## src/rtl/cm_event_sink_pkg.sv

```systemverilog
// cm_event_sink_pkg
//   Shared types and constants for the Config Manager event sink.
//   - Default widths of the CM output bundle fields.
//   - Event type encoding and the packed event record layout
//     {type[1:0], code[CODE_W-1:0], data[DATA_WIDTH-1:0]}.
package cm_event_sink_pkg;

    localparam int unsigned CONFIG_STATUS_WIDTH_DEF       = 4;
    localparam int unsigned CONFIG_NOTIFICATION_WIDTH_DEF = 4;
    localparam int unsigned CONFIG_ERROR_WIDTH_DEF        = 4;
    localparam int unsigned VGA_NOTIFICATION_WIDTH_DEF    = 4;
    localparam int unsigned DATA_WIDTH_DEF                = 8;

    function automatic int unsigned max3(int unsigned a, int unsigned b, int unsigned c);
        int unsigned m;
        m = (a > b) ? a : b;
        return (m > c) ? m : c;
    endfunction

    localparam int unsigned CODE_W  = max3(CONFIG_NOTIFICATION_WIDTH_DEF,
                                           CONFIG_ERROR_WIDTH_DEF,
                                           VGA_NOTIFICATION_WIDTH_DEF);
    localparam int unsigned EVENT_W = 2 + CODE_W + DATA_WIDTH_DEF;

    typedef enum logic [1:0] {
        EV_STATUS    = 2'b00,
        EV_CFG_NOTIF = 2'b01,
        EV_ERROR     = 2'b10,
        EV_VGA_NOTIF = 2'b11
    } ev_type_e;

    typedef struct packed {
        ev_type_e                  ev_type;
        logic [CODE_W-1:0]         code;
        logic [DATA_WIDTH_DEF-1:0] data;
    } ev_rec_t;

endpackage

```

## src/rtl/cm_event_sink_fifo.sv

```systemverilog
// cm_event_fifo
//   Synchronous show-ahead FIFO. dout presents the head entry whenever
//   empty=0 and reads as zero when empty.
//   Ports: clk, rst_n (async, active-low), push/din, pop/dout,
//          full, empty, level (occupancy, 0..DEPTH).
module cm_event_fifo #(
    parameter int unsigned WIDTH = 8,
    parameter int unsigned DEPTH = 8,
    localparam int unsigned AW   = $clog2(DEPTH)
) (
    input  logic             clk,
    input  logic             rst_n,
    input  logic             push,
    input  logic [WIDTH-1:0] din,
    input  logic             pop,
    output logic [WIDTH-1:0] dout,
    output logic             full,
    output logic             empty,
    output logic [AW:0]      level
);

    logic [WIDTH-1:0] mem [DEPTH];
    // Extra MSB on each pointer separates full from empty.
    logic [AW:0] wr_ptr;
    logic [AW:0] rd_ptr;
    logic        do_push;
    logic        do_pop;

    assign level   = wr_ptr - rd_ptr;
    assign empty   = (wr_ptr == rd_ptr);
    assign full    = (wr_ptr[AW-1:0] == rd_ptr[AW-1:0]) && (wr_ptr[AW] != rd_ptr[AW]);
    assign do_push = push && !full;
    assign do_pop  = pop && !empty;
    assign dout    = empty ? '0 : mem[rd_ptr[AW-1:0]];

    always_ff @(posedge clk or negedge rst_n) begin
        if (!rst_n) begin
            wr_ptr <= '0;
            rd_ptr <= '0;
        end else begin
            if (do_push) wr_ptr <= wr_ptr + 1'b1;
            if (do_pop)  rd_ptr <= rd_ptr + 1'b1;
        end
    end

    always_ff @(posedge clk) begin
        if (do_push) mem[wr_ptr[AW-1:0]] <= din;
    end

endmodule

```

## src/rtl/cm_event_sink.sv

```systemverilog
// cm_event_sink
//   Samples the Config Manager output bundle, converts status changes and
//   valid pulses into typed event records, and queues them for a consumer.
//   Ports:
//     clk, rst_n                     clock, async active-low reset
//     Config_Status                  level, change raises STATUS
//     Config_Notification(_Valid)    CFG_NOTIF source
//     Config_Error / Error_Valid     ERROR source
//     VGA_Notification(_Valid), Data_VGA  VGA_NOTIF source (+ data)
//     ev_valid/ev_ready/ev_data      show-ahead event output
//     ev_level                       queue occupancy
//     drop_cnt / drop_clr            saturating lost-event count, sync clear
module cm_event_sink
    import cm_event_sink_pkg::*;
#(
    parameter int unsigned CONFIG_STATUS_WIDTH       = CONFIG_STATUS_WIDTH_DEF,
    parameter int unsigned CONFIG_NOTIFICATION_WIDTH = CONFIG_NOTIFICATION_WIDTH_DEF,
    parameter int unsigned CONFIG_ERROR_WIDTH        = CONFIG_ERROR_WIDTH_DEF,
    parameter int unsigned VGA_NOTIFICATION_WIDTH    = VGA_NOTIFICATION_WIDTH_DEF,
    parameter int unsigned DATA_WIDTH                = DATA_WIDTH_DEF,
    parameter int unsigned FIFO_DEPTH                = 8,
    localparam int unsigned CW    = max3(CONFIG_NOTIFICATION_WIDTH, CONFIG_ERROR_WIDTH,
                                         VGA_NOTIFICATION_WIDTH),
    localparam int unsigned EW    = 2 + CW + DATA_WIDTH,
    localparam int unsigned LVL_W = $clog2(FIFO_DEPTH) + 1
) (
    input  logic                                 clk,
    input  logic                                 rst_n,
    input  logic [CONFIG_STATUS_WIDTH-1:0]       Config_Status,
    input  logic [CONFIG_NOTIFICATION_WIDTH-1:0] Config_Notification,
    input  logic                                 Config_Notification_Valid,
    input  logic [CONFIG_ERROR_WIDTH-1:0]        Config_Error,
    input  logic                                 Error_Valid,
    input  logic [VGA_NOTIFICATION_WIDTH-1:0]    VGA_Notification,
    input  logic                                 VGA_Notification_Valid,
    input  logic [DATA_WIDTH-1:0]                Data_VGA,
    output logic                                 ev_valid,
    input  logic                                 ev_ready,
    output logic [EW-1:0]                        ev_data,
    output logic [LVL_W-1:0]                     ev_level,
    output logic [7:0]                           drop_cnt,
    input  logic                                 drop_clr
);

    logic [CONFIG_STATUS_WIDTH-1:0] status_base;
    logic                           baseline_ok;
    logic                           status_chg;

    // Per-source vectors are indexed by the event type encoding.
    logic [3:0]            new_ev;
    logic [3:0]            pend;
    logic [3:0]            grant;
    logic [3:0]            load;
    logic [3:0]            drop;
    logic [CW-1:0]         new_code  [4];
    logic [CW-1:0]         pend_code [4];
    logic [DATA_WIDTH-1:0] pend_data;

    logic          fifo_full;
    logic          fifo_empty;
    logic [EW-1:0] wr_rec;
    logic [1:0]    wr_type;
    logic [CW-1:0] wr_code;
    logic [2:0]    n_drop;
    logic [8:0]    drop_sum;

    assign status_chg = baseline_ok && (Config_Status != status_base);

    assign new_ev = {VGA_Notification_Valid, Error_Valid, Config_Notification_Valid, status_chg};

    assign new_code[EV_STATUS]    = CW'(Config_Status);
    assign new_code[EV_CFG_NOTIF] = CW'(Config_Notification);
    assign new_code[EV_ERROR]     = CW'(Config_Error);
    assign new_code[EV_VGA_NOTIF] = CW'(VGA_Notification);

    always_ff @(posedge clk or negedge rst_n) begin
        if (!rst_n) begin
            status_base <= '0;
            baseline_ok <= 1'b0;
        end else if (!baseline_ok || status_chg) begin
            status_base <= Config_Status;
            baseline_ok <= 1'b1;
        end
    end

    // One write per cycle: ERROR > STATUS > CFG_NOTIF > VGA_NOTIF.
    always_comb begin
        grant = '0;
        if (!fifo_full) begin
            if      (pend[EV_ERROR])     grant[EV_ERROR]     = 1'b1;
            else if (pend[EV_STATUS])    grant[EV_STATUS]    = 1'b1;
            else if (pend[EV_CFG_NOTIF]) grant[EV_CFG_NOTIF] = 1'b1;
            else if (pend[EV_VGA_NOTIF]) grant[EV_VGA_NOTIF] = 1'b1;
        end
    end

    // An entry drained this cycle can accept a new event without loss.
    assign load = new_ev & (~pend | grant);
    assign drop = new_ev & pend & ~grant;

    always_ff @(posedge clk or negedge rst_n) begin
        if (!rst_n) begin
            pend      <= '0;
            pend_data <= '0;
            for (int unsigned i = 0; i < 4; i++) pend_code[i] <= '0;
        end else begin
            for (int unsigned i = 0; i < 4; i++) begin
                if (load[i]) begin
                    pend[i]      <= 1'b1;
                    pend_code[i] <= new_code[i];
                end else if (grant[i]) begin
                    pend[i] <= 1'b0;
                end
            end
            if (load[EV_VGA_NOTIF]) pend_data <= Data_VGA;
        end
    end

    always_comb begin
        wr_type = '0;
        wr_code = '0;
        for (int unsigned i = 0; i < 4; i++) begin
            if (grant[i]) begin
                wr_type = 2'(i);
                wr_code = pend_code[i];
            end
        end
        wr_rec = {wr_type, wr_code, grant[EV_VGA_NOTIF] ? pend_data : {DATA_WIDTH{1'b0}}};
    end

    always_comb begin
        n_drop = '0;
        for (int unsigned i = 0; i < 4; i++) n_drop = n_drop + 3'(drop[i]);
        drop_sum = {1'b0, drop_cnt} + 9'(n_drop);
    end

    always_ff @(posedge clk or negedge rst_n) begin
        if (!rst_n)             drop_cnt <= '0;
        else if (drop_clr)      drop_cnt <= '0;
        else if (drop_sum[8])   drop_cnt <= '1;
        else                    drop_cnt <= drop_sum[7:0];
    end

    cm_event_fifo #(
        .WIDTH (EW),
        .DEPTH (FIFO_DEPTH)
    ) u_fifo (
        .clk   (clk),
        .rst_n (rst_n),
        .push  (|grant),
        .din   (wr_rec),
        .pop   (ev_ready),
        .dout  (ev_data),
        .full  (fifo_full),
        .empty (fifo_empty),
        .level (ev_level)
    );

    assign ev_valid = !fifo_empty;

endmodule

```

## config.mk

```make
export PLATFORM = sky130hd
export DESIGN_NAME = cm_event_sink
export DESIGN_NICKNAME = d
export VERILOG_FILES = /design/src/rtl/cm_event_sink_pkg.sv /design/src/rtl/cm_event_sink_fifo.sv /design/src/rtl/cm_event_sink.sv
export SDC_FILE = /design/constraint.sdc
export NUM_CORES = 1
export LEC_CHECK = 0
export BUFFER_PORTS_ARGS = -buffer_cell sky130_fd_sc_hd__buf_2
export CAP_MARGIN = 20
export CORE_AREA = 2 2 97 137
export CTS_CLUSTER_SIZE = 8
export DETAILED_ROUTE_END_ITERATION = 6
export DIE_AREA = 0 0 99 139
export PLACE_DENSITY = 0.74
export SYNTH_ARGS = -nofsm -noshare
export SYNTH_HDL_FRONTEND = slang
export SYNTH_SLANG_ARGS = --single-unit
```

## constraint.sdc

```tcl
create_clock -name clk -period 9.7 [get_ports clk]
set_input_delay 0.485 -clock clk [delete_from_list [all_inputs] [get_ports clk]]
set_output_delay 0.485 -clock clk [all_outputs]
set_load 0.02 [all_outputs]
```

# Word-level counts from Yosys, hierarchy flattened
# Memories as Yosys holds them, arrays and structs flattened.
# Index checks and enable logic that the tools add are counted.
[classes]
mux = 31
n_eq_ne = 4
bitwise_logic = 6
add_sub_neg = 7
n_reduce_logical = 13
[op_table]
columns = ["op", "count"]
rows = [
  ["2-to-1 mux 8 bit", 3],
  ["2-to-1 mux 4 bit", 5],
  ["2-to-1 mux 1 bit", 19],
  ["2-to-1 mux 14 bit", 1],
  ["AND 4 bit", 3],
  ["adder 8 x 3 -> 9 bit", 1],
  ["adder 4 x 1 -> 4 bit (second input constant)", 2],
  ["NOT 4 bit", 2],
  ["nonzero test 2 bit", 4],
  ["2-to-1 mux 2 bit", 3],
  ["== test 4 bit", 1],
  ["logical AND 1 bit", 4],
  ["inequality test 4 bit", 1],
  ["OR 4 bit", 1],
  ["OR reduction 4 bit", 1],
  ["subtractor 4 bit", 1],
  ["adder 2 x 1 -> 3 bit", 1],
  ["adder 3 x 1 -> 3 bit", 1],
  ["== test 3 bit", 1],
  ["zero test 1 bit", 3],
  ["adder 1 x 1 -> 2 bit", 1],
  ["logical OR 1 bit", 1],
  ["inequality test 1 bit", 1],
]
[totals]
mem_bits_rw = 112
out_inout_bits = 27
reg_bits = 49
mem_count = 1
[mem_list]
columns = ["name", "depth", "word_bits", "rd", "rd_clocked_by_memory_dff", "wr", "line_no", "rtl"]
rows = [
  ["u_fifo.mem", 8, 14, 1, 0, 1, "cm_event_sink_fifo.sv:22", "logic [WIDTH-1:0] mem [DEPTH];"],
]

# Depth between registers and ports, before layout
# Gate-level depths: netlist of run 1.
[depth]
word_depth = 13
ltp_mapped = 16
depth_no_buf = 14

# By module
# A second synthesis of run 1 with hierarchy kept.
[hier_totals]
cells_unflattened = 416
hier_area_um2 = 6824.0
[modules_own_cells]
columns = ["module", "instances", "area_per_inst_um2", "cells_each", "seq_area_each_um2"]
rows = [
  ["cm_event_fifo", 1, 4827.1, 251, 3563.4],
  ["cm_event_sink", 1, 1996.9, 165, 1026.0],
]

# Worst setup path before layout of run 1
# No wires, ideal clock.
[synth_timing]
path_type = "register to register"
from = "reg u_fifo.rd_ptr[2]"
to = "reg drop_cnt[0]"
required_ps = 9621
t_arrival_ps = 3706
path_slack_ps = 5915
n_path_buf = 2
path_stages_with_launch = 16
cell_sequence = "dfrtp_1 -> clkbuf_1 -> inv_1 -> clkbuf_1 -> ha_1 -> nand3_1 -> o21bai_1 -> nand2_1 -> or2_2 -> fa_1 -> fa_1 -> inv_1 -> fa_1 -> and2_1 -> nand4_1 -> a21oi_1"
[synth_via]
elab_chain_len = 11
[synth_rtl]
columns = ["element", "line_no", "rtl"]
rows = [
  ["start: declaration", "cm_event_sink_fifo.sv:25", "logic [AW:0] rd_ptr;"],
  ["start signal: assignment", "cm_event_sink_fifo.sv:42", "if (do_pop) rd_ptr <= rd_ptr + 1'b1;"],
  ["== test 3 bit (*)", "cm_event_sink_fifo.sv:31", "assign full = (wr_ptr[AW-1:0] == rd_ptr[AW-1:0]) && (wr_ptr[AW] != rd_ptr[AW]);"],
  ["logical AND 1 bit (*)", "cm_event_sink_fifo.sv:31", ""],
  ["2-to-1 mux 4 bit (*)", "cm_event_sink.sv:89", "if (!fifo_full) begin"],
  ["NOT 4 bit (*)", "cm_event_sink.sv:99", "assign drop = new_ev & pend & ~grant;"],
  ["AND 4 bit (*)", "cm_event_sink.sv:99", ""],
  ["adder 1 x 1 -> 2 bit", "cm_event_sink.sv:133", "for (int unsigned i = 0; i < 4; i++) n_drop = n_drop + 3'(drop[i]);"],
  ["adder 2 x 1 -> 3 bit", "cm_event_sink.sv:133", ""],
  ["adder 3 x 1 -> 3 bit (*)", "cm_event_sink.sv:133", ""],
  ["adder 8 x 3 -> 9 bit (*)", "cm_event_sink.sv:134", "drop_sum = {1'b0, drop_cnt} + 9'(n_drop);"],
  ["2-to-1 mux 8 bit (*)", "cm_event_sink.sv:140", "else if (drop_sum[8]) drop_cnt <= '1;"],
  ["2-to-1 mux 8 bit (*)", "cm_event_sink.sv:139", "else if (drop_clr) drop_cnt <= '0;"],
  ["end signal: assignment", "cm_event_sink.sv:141", "else drop_cnt <= drop_sum[7:0];"],
  ["end: declaration", "cm_event_sink.sv:41", "output logic [7:0] drop_cnt,"],
]
# Every way passes the cells marked *; elsewhere a longest branch is shown, timed or not.
# A chain may end at the register's enable or synchronous reset.

# Worst setup path after layout of run 1
# Same ends and word-level chain as after synthesis.

==> impl_metrics.prom, run 1 <==
# TYPE chip_impl_metric gauge
chip_impl_metric{name="power.ir.vdd_worst",unit="µV"} 172.9
chip_impl_info{name="end_kind",value="flip-flop"} 1
chip_impl_metric{name="drt-initial-drc-count",unit=""} 296
chip_impl_metric{name="maximum_clock_rate",unit="MHz"} 216.3
chip_impl_metric{name="timing.reg2reg.worst_path_depth",unit=""} 13
chip_impl_metric{name="number_of_placed_cells_counting_well_taps",unit=""} 620
chip_impl_metric{name="synth.yosys.seq_area_share",unit=""} 0.6771
chip_impl_metric{name="ant_nets",unit=""} 0
chip_impl_metric{name="cp.arrival",unit="ns"} 4.97
chip_impl_metric{name="htree_num_levels",unit=""} 4
chip_impl_metric{name="total_leakage_power",unit="nW"} 3.067
chip_impl_metric{name="stdcell_area",unit="µm²"} 7899
chip_impl_metric{name="clk_pin_slew_worst_setup_hold_paths",unit="ns"} 0.06
chip_impl_metric{name="floorplan.core_area",unit="µm²"} 12570
chip_impl_metric{name="crit_fanout",unit=""} 17
chip_impl_metric{name="synth_warnings",unit=""} 0
chip_impl_metric{name="clock_skews",unit="ns"} 0.01187
chip_impl_metric{name="pin_count_of_the_biggest_net_entering_global_routing",unit=""} 50
chip_impl_info{name="worstPathCellList",value="inv_1 -> ha_1 -> nand3_1 -> o21bai_1 -> nand2_1 -> or2_2 -> fa_1 -> fa_1 -> inv_1 -> fa_1 -> and2_1 -> nand4_1 -> a21oi_1"} 1
chip_impl_metric{name="routed-wl-met2",unit="µm"} 7443
chip_impl_metric{name="dieHeight",unit="µm"} 139
chip_impl_info{name="run_status",value="complete, no violations"} 1
chip_impl_info{name="dominantRegCellSynth",value="sky130_fd_sc_hd__edfxtp_1"} 1
chip_impl_metric{name="cellPowerDensity",unit="nW/µm²"} 363.2
chip_impl_metric{name="max_slew_vio_count",unit=""} 0
chip_impl_metric{name="grt_antenna_before_repair",unit=""} 0
chip_impl_metric{name="detail_placement_hpwl",unit="µm"} 8757
chip_impl_metric{name="drtPass1Iterations",unit=""} 4
chip_impl_metric{name="min_path_cells",unit=""} 1
chip_impl_metric{name="finalSetupViolCount",unit=""} 0
chip_impl_metric{name="via_count_of_the_first_global_routing_pass",unit=""} 3980
chip_impl_metric{name="cts_setup_buffers",unit=""} 0
chip_impl_info{name="timing.critical_path.from_type",value="flip-flop"} 1
chip_impl_info{name="holdPathEnd",value="status_base[0]"} 1
chip_impl_metric{name="synthCells",unit=""} 422
chip_impl_metric{name="route.met3.wl",unit="µm"} 671
chip_impl_metric{name="cts.path.max_buffers",unit=""} 2
chip_impl_metric{name="area_growth_syn_to_layout",unit="%"} 16.54
chip_impl_metric{name="place_congestion",unit=""} 0.8357
chip_impl_metric{name="max_stage_delay",unit="ns"} 0.75
chip_impl_metric{name="port_buffer_count",unit=""} 57
chip_impl_metric{name="wl_per_cell",unit="µm"} 20.88
chip_impl_metric{name="n_fill_cell",unit=""} 898
chip_impl_metric{name="floorplan.initialDensity",unit=""} 0.5393
chip_impl_metric{name="drive_gt1_frac",unit=""} 0.3207
chip_impl_info{name="cts-root-buf",value="sky130_fd_sc_hd__clkbuf_16"} 1
chip_impl_metric{name="ys_types",unit=""} 44
chip_impl_metric{name="drv.max_cap_violation_count",unit=""} 0
chip_impl_metric{name="final_core_util",unit=""} 0.6285
chip_impl_metric{name="report.final.hold_viol_count",unit=""} 0
chip_impl_info{name="hold_start",value="Config_Status[0]"} 1
chip_impl_metric{name="ys_async_sr_fraction",unit=""} 0.3043
chip_impl_metric{name="viasPerCell",unit=""} 5.748
chip_impl_metric{name="slew_headroom",unit=""} 0.3291
chip_impl_metric{name="max_slew.worst_pin.slew",unit="ns"} 1.001
chip_impl_info{name="synth_commonest_cells",value="112 x sky130_fd_sc_hd__edfxtp_1, 49 x sky130_fd_sc_hd__dfrtp_1, 44 x sky130_fd_sc_hd__nand2_1"} 1
chip_impl_metric{name="num-nets-final",unit=""} 530
chip_impl_metric{name="yosys_register_bits",unit=""} 161
chip_impl_info{name="biggest_area_consumer_among_synthesized_cells",value="sky130_fd_sc_hd__edfxtp_1"} 1
chip_impl_info{name="unrepaired_setup_endpoints_after_global_routing",value="false"} 1
chip_impl_metric{name="fin_cells",unit=""} 655
chip_impl_info{name="critPathMostFrequentCell",value="sky130_fd_sc_hd__fa_1"} 1
chip_impl_metric{name="drt-met1-wl",unit="µm"} 5230
chip_impl_metric{name="drt_drc_violations_left",unit=""} 0
chip_impl_metric{name="n_antenna_cell",unit=""} 0
chip_impl_metric{name="period_needed",unit="ns"} 4.623
chip_impl_metric{name="setup_tns",unit="ns"} 0
chip_impl_metric{name="floorplan.die_area",unit="µm²"} 13760
chip_impl_metric{name="floorplan.io_pins",unit=""} 58
chip_impl_info{name="crit_slowest_cell",value="sky130_fd_sc_hd__dfrtp_1"} 1
chip_impl_metric{name="rows",unit=""} 49
chip_impl_metric{name="clock_latency",unit="ns"} 0.42
chip_impl_info{name="dr.max_layer_used",value="met4"} 1
chip_impl_metric{name="synthesis.nets",unit=""} 463
chip_impl_metric{name="chipWidth",unit="µm"} 99
chip_impl_info{name="tritoncts",value="yes"} 1
chip_impl_metric{name="global_route.usage.total",unit=""} 0.2114
chip_impl_info{name="reg2reg_from",value="u_fifo.rd_ptr[2]"} 1
chip_impl_info{name="post-synth-top-count-cell",value="sky130_fd_sc_hd__edfxtp_1"} 1
chip_impl_info{name="worst-setup-path-type",value="flip-flop to flip-flop"} 1
chip_impl_metric{name="synthesis.area",unit="µm²"} 6778
chip_impl_metric{name="clkSinkCount",unit=""} 161
chip_impl_info{name="post_synth_main_area_contributors",value="sky130_fd_sc_hd__edfxtp_1 50%, sky130_fd_sc_hd__dfrtp_1 18%, sky130_fd_sc_hd__mux4_2 9.3%"} 1
chip_impl_metric{name="numCtsBuffers",unit=""} 17
chip_impl_metric{name="share_of_the_synthesized_area_in_the_top_cell_type",unit=""} 0.4962
chip_impl_metric{name="detailroute.via_count",unit=""} 3765
chip_impl_metric{name="synth_enable_flop_cells",unit=""} 112
chip_impl_info{name="hold_path_class",value="primary input to flip-flop"} 1
chip_impl_metric{name="final.period_utilization",unit=""} 0.4766
chip_impl_info{name="r2r_end",value="drop_cnt[0]"} 1
chip_impl_metric{name="grt_pass1_wl",unit="µm"} 21850
chip_impl_metric{name="synth_area_per_cell",unit="µm²"} 16.06
chip_impl_metric{name="overflow",unit=""} 0
chip_impl_metric{name="postRouteWirelength",unit="µm"} 13680
chip_impl_metric{name="r2r_setup_slack",unit="ns"} 5.08
chip_impl_metric{name="cp.required",unit="ns"} 10.04
chip_impl_metric{name="placed_cell_area",unit="µm²"} 7257
-- area by class of cell --
cell class	instances	area [µm²]	area share
Sequential cell	161	4591	0.5812
Multi-Input combinational cell	227	2081	0.2634
Clock buffer	17	425.4	0.05386
Timing Repair Buffer	67	387.9	0.04910
Tap cell	153	191.4	0.02424
Clock inverter	15	166.4	0.02107
Inverter	15	56.30	0.007128
-- worst max-delay path by stage --
stage	cells after the start	endpoint	slack, ns	from
after floorplan	15	drop_cnt[0]	5.92	u_fifo.rd_ptr[2]
after global placement	13	drop_cnt[1]	5.25	u_fifo.rd_ptr[2]
after detailed placement	13	drop_cnt[5]	5.13	u_fifo.rd_ptr[2]
after CTS	13	drop_cnt[5]	5.09	u_fifo.rd_ptr[2]
after global routing	13	drop_cnt[0]	4.72	u_fifo.rd_ptr[2]
final	13	drop_cnt[0]	5.08	u_fifo.rd_ptr[2]
-- worst max-delay path: cells and delay by family (launching register included) --
family | cells | cell delay [ns]
buffers and inverters | 2 | 0.55
AO/OA/AOI/OAI | 2 | 0.49
AND/OR/NAND/NOR | 5 | 1.07
adder cells (fa/ha/maj) | 4 | 1.69
flip-flops | 1 | 0.75
-- per-stage QoR --
stage / setup WS (ns) / total power [mW] / hold slack [ns]
finish: 5.077 / 2.869 / 0.2267
global route: 4.720 / 3.017 / 0.2263
CTS: 5.086 / 2.877 / 0.2235
detailed placement: 5.128 / 2.202 / 0.4872
global placement: 5.251 / 2.164 / 0.4907
floorplan: 5.915 / 1.856 / 0.1894
-- cells in the final DEF, fill, tap and decap left out, types with 2 or more instances in the layout --
master and n:
sky130_fd_sc_hd__nor2_2 3, sky130_fd_sc_hd__nand4_1 3, sky130_fd_sc_hd__nor2_1 15, sky130_fd_sc_hd__clkinvlp_4 3
sky130_fd_sc_hd__xor2_1 8, sky130_fd_sc_hd__xnor2_1 8, sky130_fd_sc_hd__inv_1 15, sky130_fd_sc_hd__nor3_2 4
sky130_fd_sc_hd__a211oi_1 3, sky130_fd_sc_hd__clkinv_1 5, sky130_fd_sc_hd__mux2_2 15, sky130_fd_sc_hd__buf_4 7
sky130_fd_sc_hd__mux4_2 28, sky130_fd_sc_hd__buf_2 57, sky130_fd_sc_hd__nor2b_1 2, sky130_fd_sc_hd__and2_1 9
sky130_fd_sc_hd__fa_1 4, sky130_fd_sc_hd__nand2_1 44, sky130_fd_sc_hd__nand3_1 6, sky130_fd_sc_hd__dfrtp_1 48
sky130_fd_sc_hd__edfxtp_1 112, sky130_fd_sc_hd__o21ai_0 4, sky130_fd_sc_hd__a21oi_1 23, sky130_fd_sc_hd__a31oi_1 3
sky130_fd_sc_hd__bufinv_16 3, sky130_fd_sc_hd__mux2_4 10, sky130_fd_sc_hd__clkinv_4 3, sky130_fd_sc_hd__a311o_1 3
sky130_fd_sc_hd__a21o_1 5, sky130_fd_sc_hd__buf_12 2, sky130_fd_sc_hd__nor3_1 3, sky130_fd_sc_hd__clkbuf_16 17
sky130_fd_sc_hd__a21boi_2 3, sky130_fd_sc_hd__ha_1 6
-- repair_timing --
action,CTS,global route
gates resized for setup,0,0
setup endpoints to repair,0,0
endpoints found under the hold margin,0,10
hold buffers,0,1
-- layer usage --
layer / vias up / GRT usage
met2: 127 / 0.3620
met1: 1894 / 0.2589
met3: 24 / 0.04536
met5: - / 0
li1: 1720 / -
met4: 0 / 0.08868
-- flip-flops by register name, indices dropped and copies added, names as in the netlist --
signal         flops
pend               4
status_base        4
u_fifo.wr_ptr      4
pend_data          8
drop_cnt           8
pend_code         16
u_fifo.mem       112
baseline_ok        1
u_fifo.rd_ptr      4
-- cell families (layout without fill, tap and decap cells) --
| kind of cell | after synthesis | count (layout) | share of synthesized area |
|---|---|---|---|
| flops | 161 | 161 | 0.6771 |
| simple gates | 94 | 94 | 0.06240 |
| mux | 54 | 54 | 0.1416 |
| compound gates | 51 | 51 | 0.05188 |
| buf+inv | 34 | 114 | 0.02049 |
| xor+xnor | 17 | 17 | 0.02308 |
| fa+ha+maj | 10 | 10 | 0.02289 |
| other cells | 1 | 1 | 0.0005533 |
-- power breakdown --
part           total (mW)  switching, mW  internal, mW
combinational        1.06          0.632         0.433
clock               0.663          0.262         0.402
sequential           1.14          0.121          1.02
total                2.87           1.01          1.85
Note: power is estimated with default switching activity, not from simulation.
==> run 2: changes to the inputs <==
==> constraint.sdc (replaced) <==
create_clock -name clk -period 4.6 [get_ports clk]
set_input_delay 0.23 -clock clk [delete_from_list [all_inputs] [get_ports clk]]
set_output_delay 0.23 -clock clk [all_outputs]
set_load 0.02 [all_outputs]
==> impl_metrics.prom, run 2 (synthesis results as in run 1) <==
# TYPE chip_impl_metric gauge
chip_impl_metric{name="slew_headroom",unit=""} 0.3070
chip_impl_info{name="hold_path_class",value="primary input to flip-flop"} 1
chip_impl_info{name="category_of_cells_accounting_for_the_largest_share_of_critical_path_delay",value="adder cells"} 1
chip_impl_info{name="worst-setup-path-type",value="flip-flop to flip-flop"} 1
chip_impl_metric{name="grt_antenna_before_repair",unit=""} 0
chip_impl_metric{name="pin_count_of_the_biggest_net_entering_global_routing",unit=""} 50
chip_impl_metric{name="cts_hold_buf",unit=""} 5
chip_impl_info{name="cts-root-buf",value="sky130_fd_sc_hd__clkbuf_16"} 1
chip_impl_info{name="timing.critical_path.from_type",value="flip-flop"} 1
chip_impl_metric{name="min_path_cells",unit=""} 2
chip_impl_metric{name="cp.depth",unit=""} 12
chip_impl_metric{name="r2r_setup_slack",unit="ns"} 0.78
chip_impl_metric{name="cts_repair_resize_count",unit=""} 0
chip_impl_metric{name="netSwitchingPower",unit="mW"} 2.139
chip_impl_info{name="layout.cells.most_common_list",value="112 x sky130_fd_sc_hd__edfxtp_1, 57 x sky130_fd_sc_hd__buf_2, 48 x sky130_fd_sc_hd__dfrtp_1"} 1
chip_impl_metric{name="detail_placement_hpwl",unit="µm"} 8597
chip_impl_metric{name="crit_fanout",unit=""} 8
chip_impl_metric{name="sw_frac_of_total",unit=""} 0.3524
chip_impl_metric{name="comb_power_share",unit=""} 0.372
chip_impl_metric{name="cts_setup_buffers",unit=""} 0
chip_impl_info{name="end_kind",value="flip-flop"} 1
chip_impl_metric{name="htree_num_levels",unit=""} 4
chip_impl_metric{name="multi_input_area",unit="µm²"} 2091
chip_impl_metric{name="numCtsBuffers",unit=""} 17
chip_impl_metric{name="area_growth_syn_to_layout",unit="%"} 17.43
chip_impl_metric{name="num-nets-final",unit=""} 535
chip_impl_metric{name="max_stage_delay",unit="ns"} 0.52
chip_impl_metric{name="finalSetupViolCount",unit=""} 0
chip_impl_metric{name="clock_skews",unit="ns"} 0.008016
chip_impl_metric{name="clk_pin_slew_worst_setup_hold_paths",unit="ns"} 0.06
chip_impl_metric{name="place_worst_setup_slack",unit="ns"} 0.8021
chip_impl_metric{name="port_buffer_count",unit=""} 57
chip_impl_metric{name="drt-initial-drc-count",unit=""} 201
chip_impl_metric{name="setup_tns",unit="ns"} 0
chip_impl_metric{name="floorplan.die_area",unit="µm²"} 13760
chip_impl_metric{name="grt_pass1_wl",unit="µm"} 21880
chip_impl_metric{name="rows",unit=""} 49
chip_impl_metric{name="floorplan.core_area",unit="µm²"} 12570
chip_impl_metric{name="chipWidth",unit="µm"} 99
chip_impl_metric{name="max_slew_vio_count",unit=""} 0
chip_impl_metric{name="maximum_clock_rate",unit="MHz"} 261.9
chip_impl_info{name="crit_slowest_cell",value="sky130_fd_sc_hd__dfrtp_1"} 1
chip_impl_metric{name="report.final.hold_viol_count",unit=""} 0
chip_impl_metric{name="postRouteWirelength",unit="µm"} 13490
chip_impl_metric{name="clock_latency",unit="ns"} 0.42
chip_impl_metric{name="sequential_cell_area",unit="µm²"} 4591
chip_impl_metric{name="finalWorstSetupSlack",unit="ns"} 0.7818
chip_impl_metric{name="place_congestion",unit=""} 0.7813
chip_impl_metric{name="floorplan.initialDensity",unit=""} 0.5393
chip_impl_metric{name="wl_per_cell",unit="µm"} 20.44
chip_impl_metric{name="drive_gt1_frac",unit=""} 0.3274
chip_impl_metric{name="total_leakage_power",unit="nW"} 3.091
chip_impl_metric{name="cp.arrival",unit="ns"} 4.16
chip_impl_info{name="layout.cells.most_common",value="sky130_fd_sc_hd__edfxtp_1"} 1
chip_impl_metric{name="drv.max_cap_violation_count",unit=""} 0
chip_impl_metric{name="drt_drc_violations_left",unit=""} 0
chip_impl_metric{name="via_count_of_the_first_global_routing_pass",unit=""} 4146
chip_impl_metric{name="n_fill_cell",unit=""} 867
chip_impl_metric{name="viasPerCell",unit=""} 5.848
chip_impl_metric{name="clock_power_share",unit=""} 0.238
chip_impl_metric{name="largest_reg_flops",unit=""} 112
chip_impl_metric{name="global_route.usage.total",unit=""} 0.2116
chip_impl_metric{name="max_slew.worst_pin.slew",unit="ns"} 1.033
chip_impl_metric{name="period_needed",unit="ns"} 3.818
chip_impl_metric{name="floorplan.io_pins",unit=""} 58
chip_impl_metric{name="cp.required",unit="ns"} 4.94
chip_impl_metric{name="internal-power",unit="mW"} 3.931
chip_impl_info{name="worstPathCellList",value="ha_1 -> nand3_1 -> o21bai_1 -> nand2_1 -> or2_2 -> fa_1 -> fa_1 -> inv_1 -> fa_1 -> and2_1 -> nand4_1 -> a21oi_1"} 1
chip_impl_metric{name="power.ir.vdd_worst",unit="µV"} 379.2
chip_impl_metric{name="detailroute.via_count",unit=""} 3860
chip_impl_metric{name="ant_nets",unit=""} 0
chip_impl_metric{name="final.period_utilization",unit=""} 0.8300
chip_impl_metric{name="n_antenna_cell",unit=""} 0
chip_impl_metric{name="drtPass1Iterations",unit=""} 5
chip_impl_metric{name="dieHeight",unit="µm"} 139
chip_impl_info{name="tritoncts",value="yes"} 1
chip_impl_metric{name="final_core_util",unit=""} 0.6333
chip_impl_info{name="run_status",value="complete, no violations"} 1
chip_impl_metric{name="cellPowerDensity",unit="nW/µm²"} 762.7
chip_impl_info{name="unrepaired_setup_endpoints_after_global_routing",value="false"} 1
chip_impl_metric{name="overflow",unit=""} 0
chip_impl_info{name="critPathMostFrequentCell",value="sky130_fd_sc_hd__fa_1"} 1
chip_impl_metric{name="cts.path.max_buffers",unit=""} 2
chip_impl_metric{name="clkSinkCount",unit=""} 161
chip_impl_metric{name="critical_path_buf_inv_count",unit=""} 1
chip_impl_metric{name="timing.reg2reg.worst_path_depth",unit=""} 12
chip_impl_metric{name="share_seq_of_total_power",unit=""} 0.390
[run 2: per-stage QoR]
stage	total power, mW	cell area (µm²)	hold WS, ns	std cells
3_3_place_gp	4.588	7289	0.3686	623
6_report	6.071	7959	0.01948	660
3_5_place_dp	4.673	7289	0.3795	623
2_1_floorplan	3.914	6778	-0.06559	422
4_1_cts	6.127	7959	0.01267	660
5_1_grt	6.395	7959	0.02044	660
[run 2: final timing paths]
kind / from / end
worst min register to register: pend_data[7] / pend_data[7]
max in group asynchronous: rst_n / u_fifo.rd_ptr[0]
worst max-delay path: u_fifo.wr_ptr[2] / drop_cnt[5]
min in group asynchronous: rst_n / drop_cnt[6]
worst min-delay path: Config_Notification_Valid / pend[1]
worst max register to register: u_fifo.wr_ptr[2] / drop_cnt[5]
[run 2: cell type report]
type                       instances  area share
clock buffer                      18     0.05518
clock inverter                    14     0.02264
inverter                          15    0.007074
multi-input combinational        227      0.2627
sequential                       161      0.5768
tap                              153     0.02405
timing repair buffer              72     0.05156
[run 2: power groups by stage]
stage / clock [mW] / sequential, mW / combinational, mW
floorplan: 0 / 2.32 / 1.60
finish: 1.44 / 2.37 / 2.26
detailed placement: 0 / 2.39 / 2.28
CTS: 1.46 / 2.37 / 2.29
global placement: 0 / 2.36 / 2.23
global route: 1.52 / 2.41 / 2.46
[run 2: worst reg2reg max path: cells and delay by family (launching register included)]
family,cells,cell delay [ns]
adder cells (fa/ha/maj),4,1.58
flip-flops,1,0.52
AND/OR/NAND/NOR,5,1.07
buffers and inverters,1,0.08
AO/OA/AOI/OAI,2,0.48
[run 2: per-layer routing]
metal / up-vias / track usage / share of wire
met2: 135 / 0.3723 / 0.55
met5: - / 0 / 0
met4: 0 / 0.08435 / 0.022
met3: 20 / 0.04385 / 0.050
met1: 1973 / 0.2524 / 0.38
li1: 1732 / - / -
==> run 3: changes to the inputs <==
==> constraint.sdc (replaced) <==
create_clock -name clk -period 3.8 [get_ports clk]
set_input_delay 0.19 -clock clk [delete_from_list [all_inputs] [get_ports clk]]
set_output_delay 0.19 -clock clk [all_outputs]
set_load 0.02 [all_outputs]
==> impl_metrics.prom, run 3 (synthesis results as in run 1) <==
# TYPE chip_impl_metric gauge
chip_impl_metric{name="global_route.usage.total",unit=""} 0.2164
chip_impl_metric{name="detailroute.via_count",unit=""} 3922
chip_impl_info{name="layout.cells.most_common_list",value="112 x sky130_fd_sc_hd__edfxtp_1, 57 x sky130_fd_sc_hd__buf_2, 46 x sky130_fd_sc_hd__dfrtp_1"} 1
chip_impl_metric{name="chipWidth",unit="µm"} 99
chip_impl_metric{name="share_seq_of_total_power",unit=""} 0.383
chip_impl_metric{name="drt-initial-drc-count",unit=""} 305
chip_impl_metric{name="drtPass1Iterations",unit=""} 4
chip_impl_info{name="end_kind",value="flip-flop"} 1
chip_impl_metric{name="netSwitchingPower",unit="mW"} 2.626
chip_impl_metric{name="pin_count_of_the_biggest_net_entering_global_routing",unit=""} 50
chip_impl_metric{name="clk_pin_slew_worst_setup_hold_paths",unit="ns"} 0.07
chip_impl_metric{name="total_leakage_power",unit="nW"} 3.232
chip_impl_metric{name="clock_power_share",unit=""} 0.246
chip_impl_metric{name="ant_nets",unit=""} 0
chip_impl_metric{name="detail_placement_hpwl",unit="µm"} 8610
chip_impl_metric{name="overflow",unit=""} 0
chip_impl_metric{name="cp.required",unit="ns"} 4.15
chip_impl_metric{name="crit_fanout",unit=""} 8
chip_impl_metric{name="power.ir.vdd_worst",unit="µV"} 556.7
chip_impl_metric{name="rows",unit=""} 49
chip_impl_metric{name="period_needed",unit="ns"} 3.576
chip_impl_metric{name="hold_ws",unit="ns"} 0.006638
chip_impl_metric{name="floorplan.core_area",unit="µm²"} 12570
chip_impl_metric{name="drv.max_cap_violation_count",unit=""} 0
chip_impl_metric{name="sw_frac_of_total",unit=""} 0.3504
chip_impl_metric{name="cellPowerDensity",unit="nW/µm²"} 910.9
chip_impl_metric{name="htree_num_levels",unit=""} 4
chip_impl_metric{name="drive_gt1_frac",unit=""} 0.3271
chip_impl_info{name="layout.cells.most_common",value="sky130_fd_sc_hd__edfxtp_1"} 1
chip_impl_metric{name="report.final.hold_viol_count",unit=""} 0
chip_impl_info{name="worst-setup-path-type",value="flip-flop to flip-flop"} 1
chip_impl_metric{name="viasPerCell",unit=""} 5.726
chip_impl_metric{name="final_core_util",unit=""} 0.6546
chip_impl_metric{name="max_slew_vio_count",unit=""} 0
chip_impl_metric{name="largest_reg_flops",unit=""} 112
chip_impl_metric{name="num-nets-final",unit=""} 560
chip_impl_metric{name="numCtsBuffers",unit=""} 17
chip_impl_metric{name="final.period_utilization",unit=""} 0.9409
chip_impl_metric{name="n_antenna_cell",unit=""} 0
chip_impl_metric{name="dieHeight",unit="µm"} 139
chip_impl_metric{name="cts.path.max_buffers",unit=""} 2
chip_impl_metric{name="clock_latency",unit="ns"} 0.42
chip_impl_metric{name="clock_skews",unit="ns"} 0.008835
chip_impl_metric{name="drt_drc_violations_left",unit=""} 0
chip_impl_metric{name="floorplan.io_pins",unit=""} 58
chip_impl_info{name="hold_path_class",value="primary input to flip-flop"} 1
chip_impl_metric{name="report.power.total",unit="mW"} 7.494
chip_impl_info{name="tritoncts",value="yes"} 1
chip_impl_metric{name="clkSinkCount",unit=""} 161
chip_impl_metric{name="slew_headroom",unit=""} 0.3411
chip_impl_info{name="timing.critical_path.from_type",value="flip-flop"} 1
chip_impl_metric{name="floorplan.die_area",unit="µm²"} 13760
chip_impl_info{name="cts-root-buf",value="sky130_fd_sc_hd__clkbuf_16"} 1
chip_impl_metric{name="finalSetupViolCount",unit=""} 0
chip_impl_metric{name="place_congestion",unit=""} 0.7720
chip_impl_metric{name="floorplan.initialDensity",unit=""} 0.5393
chip_impl_info{name="run_status",value="complete, no violations"} 1
chip_impl_metric{name="grt_antenna_before_repair",unit=""} 0
chip_impl_metric{name="postRouteWirelength",unit="µm"} 14070
chip_impl_metric{name="max_slew.worst_pin.slew",unit="ns"} 0.9824
chip_impl_metric{name="comb_power_share",unit=""} 0.371
chip_impl_metric{name="wl_per_cell",unit="µm"} 20.53
chip_impl_metric{name="n_fill_cell",unit=""} 849
chip_impl_metric{name="grt_pass1_wl",unit="µm"} 22310
chip_impl_metric{name="via_count_of_the_first_global_routing_pass",unit=""} 4215
chip_impl_metric{name="cp.arrival",unit="ns"} 3.92
chip_impl_metric{name="maximum_clock_rate",unit="MHz"} 279.7
chip_impl_metric{name="port_buffer_count",unit=""} 57
chip_impl_metric{name="setup_tns",unit="ns"} 0
chip_impl_metric{name="internal-power",unit="mW"} 4.868
chip_impl_metric{name="area_growth_syn_to_layout",unit="%"} 21.38
run 3: cell types whose count changed in the layout (fill, tap and decap cells not counted), moves of 2 or more:
cell and change:
sky130_fd_sc_hd__nor3_2 +2, sky130_fd_sc_hd__clkinvlp_4 -4, sky130_fd_sc_hd__nor3_4 -2, sky130_fd_sc_hd__dlygate4sd3_1 +19, sky130_fd_sc_hd__dfrtp_1 -2, sky130_fd_sc_hd__dfrtp_2 +2
sky130_fd_sc_hd__inv_6 +2, sky130_fd_sc_hd__buf_4 +5
run 3: timing repair:
action,in CTS,in global routing
resized for setup,0,3
hold endpoints to repair,22,13
hold buffers,22,2
setup buffers,0,0
endpoints found under the setup margin,0,5
run 3: power groups by stage:
| stage | sequential, mW | clock [mW] | combinational, mW |
|---|---|---|---|
| global placement | 2.84 | 0 | 2.73 |
| floorplan | 2.80 | 0 | 1.93 |
| detailed placement | 2.89 | 0 | 2.78 |
| global route | 2.92 | 1.93 | 3.02 |
| finish | 2.87 | 1.84 | 2.78 |
| CTS | 2.86 | 1.87 | 2.83 |
run 3: cell type report:
type,instances,area (µm²),area share
flip-flops and latches,161,4593,0.5583
inverters,15,56.30,0.006844
repair buffers,97,658.1,0.08000
clock buffers,17,425.4,0.05171
multi-input cells,227,2079,0.2528
clock inverters,15,222.7,0.02707
well taps,153,191.4,0.02327
run 3: worst paths after layout:
path                                end  depth (start not counted)              startpoint  slack (ns)
max reg2reg                 drop_cnt[0]                         12        u_fifo.wr_ptr[2]        0.22
min in group asynchronous   drop_cnt[7]                          2                   rst_n        0.19
min                        pend_code[8]                          2  Config_Notification[0]       0.007
max                         drop_cnt[0]                         12        u_fifo.wr_ptr[2]        0.22
min reg2reg                pend_code[9]                          1            pend_code[9]        0.51
max in group asynchronous   baseline_ok                          3                   rst_n        3.10
run 3: critical path, stage by stage (launching register included):
cell and delay, ns:
sky130_fd_sc_hd__dfrtp_2 0.48, sky130_fd_sc_hd__ha_1 0.35, sky130_fd_sc_hd__nand3_1 0.11, sky130_fd_sc_hd__o21bai_1 0.20, sky130_fd_sc_hd__nand2_1 0.09, sky130_fd_sc_hd__or2_2 0.29, sky130_fd_sc_hd__fa_1 0.50, sky130_fd_sc_hd__fa_1 0.47
sky130_fd_sc_hd__inv_1 0.09, sky130_fd_sc_hd__fa_1 0.25, sky130_fd_sc_hd__and2_1 0.19, sky130_fd_sc_hd__nand4_1 0.25, sky130_fd_sc_hd__a21oi_1 0.22
run 3: per-stage QoR:
| step | setup WS [ns] | cell area [µm²] | cells |
|---|---|---|---|
| after floorplan | 0.01521 | 6778 | 422 |
| after global placement | 0.4134 | 7312 | 628 |
| after detailed placement | 0.2392 | 7312 | 628 |
| after CTS | 0.2178 | 8180 | 682 |
| after global routing | -0.008621 | 8227 | 685 |
| final | 0.2245 | 8227 | 685 |
run 3: metal layers:
| layer | up-vias | wire (µm) | part of all wire | track usage |
|---|---|---|---|---|
| li1 | 1784 | - | - | - |
| met1 | 2014 | 5460 | 0.39 | 0.2544 |
| met2 | 108 | 7852 | 0.56 | 0.3919 |
| met3 | 16 | 553 | 0.039 | 0.05242 |
| met4 | 0 | 199 | 0.014 | 0.06056 |
| met5 | - | 0 | 0 | 0 |
